<file path="config.mk">
export PLATFORM = sky130hd
export DESIGN_NAME = mcu_shared_bus
export DESIGN_NICKNAME = d
export VERILOG_FILES = /design/src/rtl/mcu_shared_bus.sv
export SDC_FILE = /design/constraint.sdc
export NUM_CORES = 1
export LEC_CHECK = 0
export BUFFER_PORTS_ARGS = -buffer_cell sky130_fd_sc_hd__buf_2
export CAP_MARGIN = 20
export CORE_MARGIN = 4
export CORE_UTILIZATION = 40
export CTS_CLUSTER_DIAMETER = 80
export DETAILED_ROUTE_END_ITERATION = 10
export PLACE_DENSITY_LB_ADDON = 0.25
export SYNTH_ARGS = -nofsm -noshare
export SYNTH_HDL_FRONTEND = slang
export SYNTH_SLANG_ARGS = --single-unit
export TNS_END_PERCENT = 50
</file>
<file path="constraint.sdc">
create_clock -name clk_sys -period 3.9 [get_ports clk_sys]
set_input_delay 0.78 -clock clk_sys [delete_from_list [all_inputs] [get_ports clk_sys]]
set_output_delay 0.78 -clock clk_sys [all_outputs]
set_load 0.05 [all_outputs]
</file>
<file path="src/rtl/mcu_shared_bus.sv">
// mcu_shared_bus: host-side responder for the MCU port-mapped external bus.
// Decodes port-2 strobes, latches a split address (port 4 low, port 3 high
// bits), and runs arbitrated single-byte read/write cycles on the shared RAM.

module mcu_shared_bus #(
    parameter int unsigned AW          = 11,
    parameter int unsigned GNT_TIMEOUT = 255
) (
    input  logic          clk_sys,
    input  logic          reset_n,
    input  logic [4:0]    mcu_p2,
    input  logic [7:0]    mcu_p3_o,
    input  logic [7:0]    mcu_p4,
    output logic [7:0]    mcu_p3_i,
    output logic          mcu_busy,
    output logic          sh_req,
    input  logic          sh_gnt,
    output logic [AW-1:0] sh_addr,
    output logic [7:0]    sh_dout,
    output logic          sh_wr,
    input  logic [7:0]    sh_din,
    output logic          sem_flag,
    input  logic          sem_clr,
    output logic          bus_err
);

    localparam int unsigned CntW = (GNT_TIMEOUT < 1) ? 1 : $clog2(GNT_TIMEOUT + 1);
    localparam int unsigned HiW  = AW - 8;

    localparam int unsigned AleBit = 0;
    localparam int unsigned RdBit  = 1;
    localparam int unsigned WrBit  = 2;
    localparam int unsigned SemBit = 3;

    typedef enum logic [2:0] {
        StIdle,
        StReq,
        StAccess,
        StCapture,
        StDone
    } state_e;

    state_e            state_q, state_d;
    logic [CntW-1:0]   cnt_q, cnt_d;
    logic [3:0]        strb_q;
    logic              arm_q;
    logic [3:0]        fall;
    logic              start;
    logic              timeout;
    logic [HiW-1:0]    hi_q;
    logic [AW-1:0]     addr_q;
    logic [7:0]        data_q;
    logic              op_wr_q;
    logic [7:0]        p3i_q;
    logic              sem_q;
    logic              err_q;
    logic              unused_p2;

    // Port-2 bit 4 has no function on this bus.
    assign unused_p2 = mcu_p2[4];

    // Falling-edge detect. The first clock after reset only loads the history,
    // so strobes that are already low when reset releases never start a cycle.
    assign fall  = arm_q ? (strb_q & ~mcu_p2[3:0]) : 4'b0000;
    assign start = fall[RdBit] | fall[WrBit];

    // Strobe history and post-reset arm flag.
    always_ff @(posedge clk_sys or negedge reset_n) begin
        if (!reset_n) begin
            strb_q <= 4'hF;
            arm_q  <= 1'b0;
        end else begin
            strb_q <= mcu_p2[3:0];
            arm_q  <= 1'b1;
        end
    end

    // FSM state register and grant-timeout counter.
    always_ff @(posedge clk_sys or negedge reset_n) begin
        if (!reset_n) begin
            state_q <= StIdle;
            cnt_q   <= '0;
        end else begin
            state_q <= state_d;
            cnt_q   <= cnt_d;
        end
    end

    // FSM next-state logic; grant takes priority over a coincident timeout.
    always_comb begin
        state_d = state_q;
        cnt_d   = cnt_q;
        timeout = 1'b0;
        case (state_q)
            StIdle: begin
                if (start) begin
                    state_d = StReq;
                    cnt_d   = '0;
                end
            end
            StReq: begin
                if (sh_gnt) begin
                    state_d = StAccess;
                end else if (cnt_q == CntW'(GNT_TIMEOUT - 1)) begin
                    state_d = StDone;
                    timeout = 1'b1;
                end else begin
                    cnt_d = cnt_q + 1'b1;
                end
            end
            StAccess: begin
                state_d = op_wr_q ? StDone : StCapture;
            end
            StCapture: begin
                state_d = StDone;
            end
            StDone: begin
                // Wait for the strobe that opened the cycle to be released.
                if (op_wr_q ? mcu_p2[WrBit] : mcu_p2[RdBit]) begin
                    state_d = StIdle;
                end
            end
            default: begin
                state_d = StIdle;
            end
        endcase
    end

    // FSM outputs; decoded from state so reset removes them asynchronously.
    always_comb begin
        sh_req   = 1'b0;
        mcu_busy = 1'b0;
        sh_wr    = 1'b0;
        case (state_q)
            StReq: begin
                sh_req   = 1'b1;
                mcu_busy = 1'b1;
            end
            StAccess: begin
                sh_req   = 1'b1;
                mcu_busy = 1'b1;
                sh_wr    = op_wr_q;
            end
            StCapture: begin
                sh_req   = 1'b1;
                mcu_busy = 1'b1;
            end
            StDone: begin
                mcu_busy = 1'b1;
            end
            default: begin
                sh_req   = 1'b0;
            end
        endcase
    end

    // High-address latch, accepted in any state.
    always_ff @(posedge clk_sys or negedge reset_n) begin
        if (!reset_n) begin
            hi_q <= '0;
        end else if (fall[AleBit]) begin
            hi_q <= mcu_p3_o[HiW-1:0];
        end
    end

    // Cycle capture: address, write data and direction; write wins a tie.
    always_ff @(posedge clk_sys or negedge reset_n) begin
        if (!reset_n) begin
            addr_q  <= '0;
            data_q  <= 8'h00;
            op_wr_q <= 1'b0;
        end else if (state_q == StIdle && start) begin
            addr_q  <= {hi_q, mcu_p4};
            data_q  <= mcu_p3_o;
            op_wr_q <= fall[WrBit];
        end
    end

    // Read-data return register; holds the last value between cycles.
    always_ff @(posedge clk_sys or negedge reset_n) begin
        if (!reset_n) begin
            p3i_q <= 8'hFF;
        end else if (timeout) begin
            p3i_q <= 8'hFF;
        end else if (state_q == StCapture) begin
            p3i_q <= sh_din;
        end
    end

    // Semaphore and sticky bus error; a set beats a coincident clear.
    always_ff @(posedge clk_sys or negedge reset_n) begin
        if (!reset_n) begin
            sem_q <= 1'b0;
            err_q <= 1'b0;
        end else begin
            if (fall[SemBit]) begin
                sem_q <= 1'b1;
            end else if (sem_clr) begin
                sem_q <= 1'b0;
            end
            if (timeout) begin
                err_q <= 1'b1;
            end else if (sem_clr) begin
                err_q <= 1'b0;
            end
        end
    end

    assign sh_addr  = addr_q;
    assign sh_dout  = data_q;
    assign mcu_p3_i = p3i_q;
    assign sem_flag = sem_q;
    assign bus_err  = err_q;

endmodule

</file>
==> results.py, run 1 <==
metrics = {
    "timing": {
        "slew_viol_final": 0,
        "finalCritPeriodShare": 0.583,
        "setup_viol": 0,
        "rsz0062_at_grt": "false",
        "fin_crit_ps": 2270,
        "fin_setup_tns_ps": 0,
        "hold_viol": 0,
        "hold_slack_ps": 317,
        "max_clock_freq_mhz": 440,
        "max_slew_margin": 0.405,
        "finalClockSkew_ps": 6.26,
        "tightest_slew_ps": 891,
    },
    "routing": {
        "post_drt_wl_per_cell_um": 13.1,
        "first_iter_violations": 113,
        "drc": 0,
        "postRouteAntennaNets": 0,
        "routed_wl_um": 4120,
        "via_per_inst": 5.03,
        "vias": 1588,
        "dr.pass1.iters": 4,
    },
    "yosys": {
        "yosysMostFrequentCell": "dfrtp_1",
        "async_flop_share": 1.00,
        "synth_cell_types": 44,
        "avgSynthCellArea_sq_um": 11.9,
        "synth_edf_count": 0,
        "synthTopCellsByArea": "dfrtp_1, dfstp_2, mux2_2",
        "syn_area_sq_um": 2140,
        "synth_top_area_frac": 0.432,
        "synth_seq_cells": 49,
        "synth-seq-area-share": 0.579,
        "syn_inst": 180,
        "synthTopCellsByCount": "dfrtp_1, mux2_2, nand2_1, nand3_1, dfstp_2",
        "yosysWarnings": 0,
        "synth_area_leader_cell": "dfrtp_1",
        "ys.flop_type": "dfrtp_1",
        "synth.net_count": 215,
    },
    "power_and_ir_drop": {
        "pwr-share-clk": 0.154,
        "p_per_area_nw_per_um2": 892,
        "swShare": 0.476,
        "seqPwrFrac": 0.359,
        "power_frac_comb": 0.487,
        "p_sw_mw": 1.12,
        "peakVddDrop_v": 0.000408,
        "cell_internal_pwr_mw": 1.23,
        "leakage_nw": 1.29,
    },
    "layout": {
        "num_antenna_cells": 0,
        "final_nets": 280,
        "fillers": 500,
        "area_growth_pct": 23.3,
        "drive_gt1_frac": 0.443,
    },
    "critical_path": {
        "end_kind": "output pin",
        "critPathMaxFanout": 11,
        "regToRegSetupSlack_ps": 1980,
        "cpMaxStageDelayCell": "dfrtp_1",
        "path_cells": "nor2_1 > xnor2_1 > buf_2",
        "r2r_end": "cnt_q[1]",
        "critPathRequiredTime_ps": 3120,
        "worstSetupStartpoint": "state_q[0]",
        "critical_path_class": "reg -> out",
        "reg2reg_depth": 4,
        "slowest_delay_ps": 510,
        "worstSetupEndpoint": "mcu_busy",
        "crit_arrival_ps": 1490,
        "start_kind": "register",
        "rr_startpoint": "state_q[0]",
    },
    "grt": {
        "grt_usage": 0.143,
        "grt_first_pass_wirelength_um": 7270,
        "grt_max_degree": 50,
        "grt_overflow": 0,
        "antenna_found_initial": 0,
        "first_global_vias": 1611,
    },
    "cts": {
        "htree_levels": 2,
        "clk_pin_slew_worst_paths_ps": 90,
        "clk_latency_ps": 300,
        "cts_setup_buffers": 0,
        "clock_sinks": 49,
        "ctsResizeCount": 0,
        "numCtsBuffers": 5,
        "cts_max_path_buffers": 2,
        "root_buffer": "clkbuf_8",
        "cts_tree": "built",
        "cts_hold_buffers": 0,
    },
    "die": {
        "core_sq_um": 5140,
        "io_pins": 65,
        "die_h_um": 81.2,
        "start_util": 0.417,
        "fp-row-count": 26,
        "chipWidth_um": 81.2,
        "dieArea_sq_um": 6590,
    },
    "placed_design": {
        "gp_congestion": 0.775,
        "io_buffers": 63,
        "place_hpwl_um": 2990,
    },
    "run_status": {
        "status": "finished, final reports clean",
    },
    "worst_hold_path": {
        "hp-class": "in -> async",
    },
    "flow_run": {
        "cap_violations": 0,
    },
}
-- flip-flops by register name, indices dropped and copies added, names as in the netlist --
register,cells
cnt_q,8
sh_addr,11
mcu_p3_i,8
arm_q,1
bus_err,1
sem_flag,1
state_q,3
hi_q,3
strb_q,4
op_wr_q,1
sh_dout,8
-- worst max-delay path, delay by kind of cell, from the launching register on --
kind / cells / cell delay (ps)
XOR/XNOR: 1 / 150
buffers and inverters: 1 / 280
AND/OR/NAND/NOR: 1 / 250
flip-flops: 1 / 510
-- placed cells by master, fill, tap and decap left out, types with 2 or more instances in the layout --
cell | synthesis | layout
buf_2 | 4 | 63
dfrtp_1 | 37 | 37
nand2_1 | 22 | 22
mux2_2 | 22 | 22
nand3_1 | 13 | 13
dfstp_2 | 12 | 12
nor2_1 | 10 | 10
o21ai_0 | 5 | 5
clkbuf_8 | 0 | 5
nor3_1 | 4 | 4
inv_1 | 4 | 4
a211o_1 | 4 | 4
and3_1 | 3 | 3
nand3b_1 | 3 | 3
xnor2_1 | 2 | 2
nor2b_1 | 2 | 2
a22oi_1 | 2 | 2
o211ai_1 | 2 | 2
nand4b_1 | 2 | 2
ha_1 | 2 | 2
-- metrics by stage --
| stage | utilization | cells | setup WS [ps] | area [sq um] | total power [mW] |
|---|---|---|---|---|---|
| after floorplan | - | 180 | 1450 | 2140 | 1.77 |
| after CTS | 0.510 | 315 | 1610 | 2620 | 2.38 |
| after global placement | 0.488 | 307 | 1820 | 2510 | 1.99 |
| after detailed placement | 0.488 | 307 | 1800 | 2510 | 2.01 |
| after global routing | 0.514 | 316 | 1510 | 2640 | 2.50 |
| final | 0.514 | 316 | 1630 | 2640 | 2.36 |
-- cell families (layout without fill, tap and decap cells) --
kind of cell / count (synthesis) / count (layout) / synth area share
compound gates: 23 / 23 / 0.0771
xor+xnor: 2 / 2 / 0.00818
fa+ha+maj: 2 / 2 / 0.0117
buf+inv: 11 / 77 / 0.0269
flops: 49 / 49 / 0.579
mux: 23 / 23 / 0.120
other cells: 1 / 1 / 0.00175
simple gates: 69 / 69 / 0.175
-- power by group through the flow --
stage          Combinational (mW)  Clock, mW  Sequential [mW]
2_1_floorplan               0.428          0             1.34
3_3_place_gp                 1.14          0            0.849
3_5_place_dp                 1.16          0            0.856
4_1_cts                      1.16      0.374            0.848
5_1_grt                      1.22      0.402            0.877
6_report                     1.15      0.363            0.846
-- per-layer routing --
layer	GRT usage	routed length, um	vias up
met3	0.0565	271	2
met2	0.227	2010	46
met1	0.181	1830	775
met4	0.0405	19	0
li1	-	-	765
met5	0	0	-
-- how the worst min path moves through the flow --
stage                      startpoint          end  slack [ps]  depth (start not counted)
after floorplan               hi_q[2]  sh_addr[10]         470                          1
after global placement    mcu_p3_i[5]  mcu_p3_i[5]         470                          2
after detailed placement  mcu_p3_i[2]  mcu_p3_i[2]         480                          2
after CTS                 mcu_p3_i[1]  mcu_p3_i[1]         490                          2
after global routing          reset_n   sh_dout[1]         300                          1
final                         reset_n   sh_dout[1]         320                          1
-- final cells by class --
class                           instances  area, sq um  area share
Inverter                                4         15.0     0.00568
Tap cell                               70         87.6      0.0332
Multi-Input combinational cell        120          843       0.319
Clock buffer                            6         72.6      0.0275
Sequential cell                        49         1240       0.470
Clock inverter                          2         38.8      0.0147
Timing Repair Buffer                   65          343       0.130
(Power assumes the default switching activity.)
==> run 2, diff against run 1 <==
- clock period: 3.9 -> 2.1 ns (I/O delays scaled with it)
==> run 2 against run 1 <==
  * Final area fell by 0.19%
  * Register-to-register slack worse by 1700 ps
  * Sequential share of layout area increased by 0.089 points
  * Clock skew rose by 1.9 ps
  * Combinational power up 86%
  * Critical path type unchanged
  * Power up 82%
  * Largest cell class unchanged
  * Largest power group unchanged
==> results.py, run 2 (same netlist as run 1, synthesis figures left out) <==
metrics = {
    "die": {
        "dieArea_sq_um": 6590,
        "chipWidth_um": 81.2,
        "fp-row-count": 26,
        "io_pins": 65,
        "core_sq_um": 5140,
        "die_h_um": 81.2,
        "start_util": 0.417,
    },
    "routing": {
        "postRouteAntennaNets": 0,
        "vias": 1590,
        "via_per_inst": 4.98,
        "post_drt_wl_per_cell_um": 13.1,
        "dr.pass1.iters": 4,
        "drc": 0,
        "routed_wl_um": 4180,
        "first_iter_violations": 80,
    },
    "critical_path": {
        "critPathRequiredTime_ps": 1680,
        "cpMaxStageDelayCell": "dfrtp_1",
        "path_cells": "nor2_1 > xnor2_1 > buf_2",
        "slowest_delay_ps": 520,
        "start_kind": "register",
        "crit_arrival_ps": 1490,
        "crit_family": "flip-flops",
        "critical_path_class": "reg -> out",
        "path_buf_inv": 1,
        "critPathMaxFanout": 11,
        "end_kind": "output pin",
    },
    "worst_hold_path": {
        "hp-class": "in -> async",
    },
    "timing": {
        "slew_viol_final": 0,
        "fin_crit_ps": 1910,
        "finalCritPeriodShare": 0.910,
        "hold_viol": 0,
        "fin_setup_tns_ps": 0,
        "finalClockSkew_ps": 8.21,
        "rsz0062_at_grt": "false",
        "max_clock_freq_mhz": 523,
        "setup_viol": 0,
    },
    "cts": {
        "cts_max_path_buffers": 2,
        "clk_latency_ps": 300,
        "htree_levels": 2,
        "clock_sinks": 49,
        "cts_setup_buffers": 0,
        "ctsResizeCount": 0,
        "root_buffer": "clkbuf_8",
        "cts_tree": "built",
        "numCtsBuffers": 5,
        "cts_hold_buffers": 0,
        "clk_pin_slew_worst_paths_ps": 90,
    },
    "layout": {
        "fin_area_sq_um": 2640,
        "seq_area_sq_um": 1240,
        "num_antenna_cells": 0,
        "largest_reg_flops": 11,
        "layout_common_cells": "buf_2, dfrtp_1, nand2_1, mux2_2, nand3_1",
        "multi_input_area_sq_um": 843,
        "fillers": 487,
        "area_growth_pct": 23.1,
        "final_nets": 283,
        "final_common_cell": "buf_2",
        "drive_gt1_frac": 0.454,
        "fin_cells": 319,
    },
    "run_status": {
        "status": "finished, final reports clean",
    },
    "grt": {
        "grt_max_degree": 24,
        "grt_overflow": 0,
        "antenna_found_initial": 0,
        "first_global_vias": 1678,
        "grt_usage": 0.143,
        "grt_first_pass_wirelength_um": 7400,
    },
    "placed_design": {
        "place_hpwl_um": 3110,
        "io_buffers": 63,
        "post_dp_cell_area_sq_um": 2540,
        "gp_congestion": 0.767,
        "post-place-cells": 311,
    },
    "flow_run": {
        "cap_violations": 0,
    },
    "power_and_ir_drop": {
        "peakVddDrop_v": 0.000793,
        "leakage_nw": 1.29,
        "p_per_area_nw_per_um2": 1630,
    },
}
[run 2: routing by layer]
| layer | track usage | part of all wire |
|---|---|---|
| met1 | 0.181 | 0.44 |
| met2 | 0.235 | 0.49 |
| met3 | 0.0399 | 0.056 |
| met4 | 0.0490 | 0.012 |
| met5 | 0 | 0 |
[run 2: layout make-up]
class,instances,share of cell area
clock buffer,6,0.0313
clock inverter,2,0.00522
inverter,4,0.00570
multi-input combinational,120,0.320
sequential,49,0.471
tap,70,0.0332
timing repair buffer,68,0.134
[run 2: final timing paths]
kind | from | endpoint | slack (ps) | cells past startpoint
setup / recovery | state_q[0] | mcu_busy | 190 | 3
hold / removal | reset_n | sh_dout[1] | 70 | 1
setup reg to reg | state_q[0] | cnt_q[1] | 310 | 4
hold reg to reg | mcu_p3_i[1] | mcu_p3_i[1] | 490 | 2
max in group asynchronous | reset_n | mcu_p3_i[2] | 1390 | 2
min in group clk_sys | mcu_p2[3] | strb_q[3] | 230 | 1
[run 2: through the flow]
step	utilization	total power, mW	setup WS [ps]	hold slack [ps]
6_report	0.513	4.30	189	71.7
3_5_place_dp	0.494	3.76	325	411
2_1_floorplan	-	3.28	6.01	124
4_1_cts	0.513	4.35	172	78.4
3_3_place_gp	0.494	3.72	338	416
5_1_grt	0.513	4.57	67.5	90.1
[run 2: power by group]
group          switching (mW)  total [mW]  internal (mW)  leakage, nW
combinational            1.53        2.14          0.606        0.653
clock                   0.310       0.577          0.267       0.0512
sequential              0.240        1.58           1.34        0.588
==> run 3, diff against run 2 <==
- ABC_AREA: not set -> 1
- CORE_MARGIN: 4 -> 5
==> run 3 against run 2 <==
  * Area after synthesis grew 11%
  * Worst hold slack gained 11 ps
  * Sequential share of layout area down 3.2 points
  * Final cell count rose by 25%
  * Critical endpoint is now sh_wr
  * Combinational power is 11% higher
  * Power grew 3.9%
  * Via count up 16%
  * Synthesized cell count increased by 44%
  * Sequential power down 4%
  * Register-to-register slack gained 240 ps
  * Die area increased by 15%
==> results.py, run 3 <==
metrics = {
    "critical_path": {
        "start_kind": "register",
        "crit_family": "flip-flops",
        "critPathRequiredTime_ps": 1680,
        "rr_startpoint": "state_q[0]",
        "end_kind": "output pin",
        "critPathMaxFanout": 7,
        "cpMaxStageDelayCell": "dfrtp_1",
        "critical_path_class": "reg -> out",
        "worstSetupStartpoint": "state_q[1]",
        "path_buf_inv": 2,
        "path_cells": "nand2_1 > nor2_1 > nand2_1 > inv_1 > buf_2",
        "regToRegSetupSlack_ps": 550,
        "crit_arrival_ps": 1550,
        "slowest_delay_ps": 600,
        "cpMostUsedCell": "nand2_1",
    },
    "cts": {
        "clk_pin_slew_worst_paths_ps": 90,
        "cts_tree": "built",
        "cts_max_path_buffers": 2,
        "ctsResizeCount": 0,
        "cts_setup_buffers": 0,
        "cts_hold_buffers": 0,
        "numCtsBuffers": 5,
        "root_buffer": "clkbuf_8",
        "htree_levels": 2,
        "clk_latency_ps": 300,
        "clock_sinks": 49,
    },
    "routing": {
        "first_iter_violations": 47,
        "dr.pass1.iters": 4,
        "via_per_inst": 4.59,
        "postRouteAntennaNets": 0,
        "post_drt_wl_per_cell_um": 12.3,
        "vias": 1837,
        "routed_wl_um": 4920,
        "drc": 0,
    },
    "timing": {
        "setup_viol": 0,
        "hold_viol": 0,
        "finalClockSkew_ps": 4.82,
        "max_clock_freq_mhz": 509,
        "slew_viol_final": 0,
        "tightest_slew_ps": 536,
        "fin_crit_ps": 1970,
        "rsz0062_at_grt": "false",
        "fin_setup_tns_ps": 0,
        "max_slew_margin": 0.643,
        "finalCritPeriodShare": 0.936,
    },
    "yosys": {
        "synthTopCellsByCount": "nand2_1, dfrtp_1, nand3_1, nor2_1, inv_1",
        "ys.flop_type": "dfrtp_1",
        "synth_top_family_by_area": "simple AND/OR/NAND/NOR gates",
        "synth_compound_area_frac": 0.0391,
        "synth-adder-area-share": 0.0106,
        "synth_seq_cells": 49,
        "syn_area_sq_um": 2370,
        "synth_cell_types": 30,
        "synthXorXnorAreaFrac": 0,
        "synth-simple-area-share": 0.345,
        "synthTopCellsByArea": "dfrtp_1, nand2_1, dfstp_2",
        "synth_edf_count": 0,
        "async_flop_share": 1.00,
        "synth_area_leader_cell": "dfrtp_1",
        "syn_inst": 259,
        "synth-seq-area-share": 0.524,
        "yosysMostFrequentCell": "nand2_1",
        "avgSynthCellArea_sq_um": 9.15,
        "yosysWarnings": 0,
        "synth_top_area_frac": 0.391,
        "synth.net_count": 294,
        "muxShareOfSynthArea": 0.0211,
    },
    "die": {
        "dieArea_sq_um": 7560,
        "start_util": 0.405,
        "core_sq_um": 5850,
        "io_pins": 65,
        "fp-row-count": 28,
        "chipWidth_um": 87.0,
        "die_h_um": 87.0,
    },
    "power_and_ir_drop": {
        "p_per_area_nw_per_um2": 1580,
        "leakage_nw": 1.50,
        "peakVddDrop_v": 0.000875,
    },
    "layout": {
        "fin_area_sq_um": 2830,
        "layout_common_cells": "nand2_1, buf_2, dfrtp_1",
        "num_antenna_cells": 0,
        "largest_reg_flops": 11,
        "final_common_cell": "nand2_1",
        "final_util": 0.483,
        "final_nets": 359,
        "area_growth_pct": 19.3,
        "fin_cells": 400,
        "drive_gt1_frac": 0.332,
    },
    "run_status": {
        "status": "finished, final reports clean",
    },
    "grt": {
        "grt_first_pass_wirelength_um": 8220,
        "antenna_found_initial": 0,
        "first_global_vias": 1773,
        "grt_max_degree": 29,
        "grt_overflow": 0,
        "grt_usage": 0.137,
    },
    "placed_design": {
        "place_hpwl_um": 3550,
        "post-place-cells": 392,
        "gp_congestion": 0.806,
        "io_buffers": 63,
        "post_dp_cell_area_sq_um": 2740,
    },
    "flow_run": {
        "cap_violations": 0,
    },
    "worst_hold_path": {
        "hp-class": "in -> async",
    },
}
[run 3: kinds of logic after synthesis]
logic type | Yosys count
AND/OR/NAND/NOR | 162
multiplexers | 5
other | 1
flip-flops | 49
AO/OA/AOI/OAI | 15
buffers and inverters | 25
adder cells (fa/ha/maj) | 2
[run 3: layer usage]
layer  track usage  part of all wire  vias up
met4        0.0425            0.0096        0
li1              -                 -      952
met3        0.0435             0.078        4
met5             0                 0        -
met2         0.223              0.46       46
met1         0.173              0.45      835
[run 3: area by class of cell]
type	instances	area (sq um)
inverter	19	81.3
multi-input combinational	185	990
clock buffer	6	72.6
tap	75	93.8
clock inverter	2	13.8
timing repair buffer	64	335
fill	575	3020
sequential	49	1240
[run 3: where the power goes]
group | internal [mW] | switching, mW
clock network | 0.238 | 0.330
logic | 0.579 | 1.80
registers | 1.31 | 0.211
[run 3: path summary, 6_finish.rpt]
check                               to  cells after the start
min in group clk_sys         strb_q[0]                      1
min                         sh_addr[6]                      1
max reg2reg                 sh_dout[0]                      6
min reg2reg                 sh_addr[6]                      2
max                              sh_wr                      5
max in group asynchronous  mcu_p3_i[3]                      2
[run 3: per-stage QoR]
stage / total power [mW] / setup slack [ps] / hold slack (ps)
5_1_grt: 4.76 / 10.8 / 123
3_3_place_gp: 3.92 / 466 / 424
2_1_floorplan: 3.50 / 519 / 124
6_report: 4.46 / 135 / 82.3
3_5_place_dp: 3.95 / 461 / 445
4_1_cts: 4.53 / 116 / 105
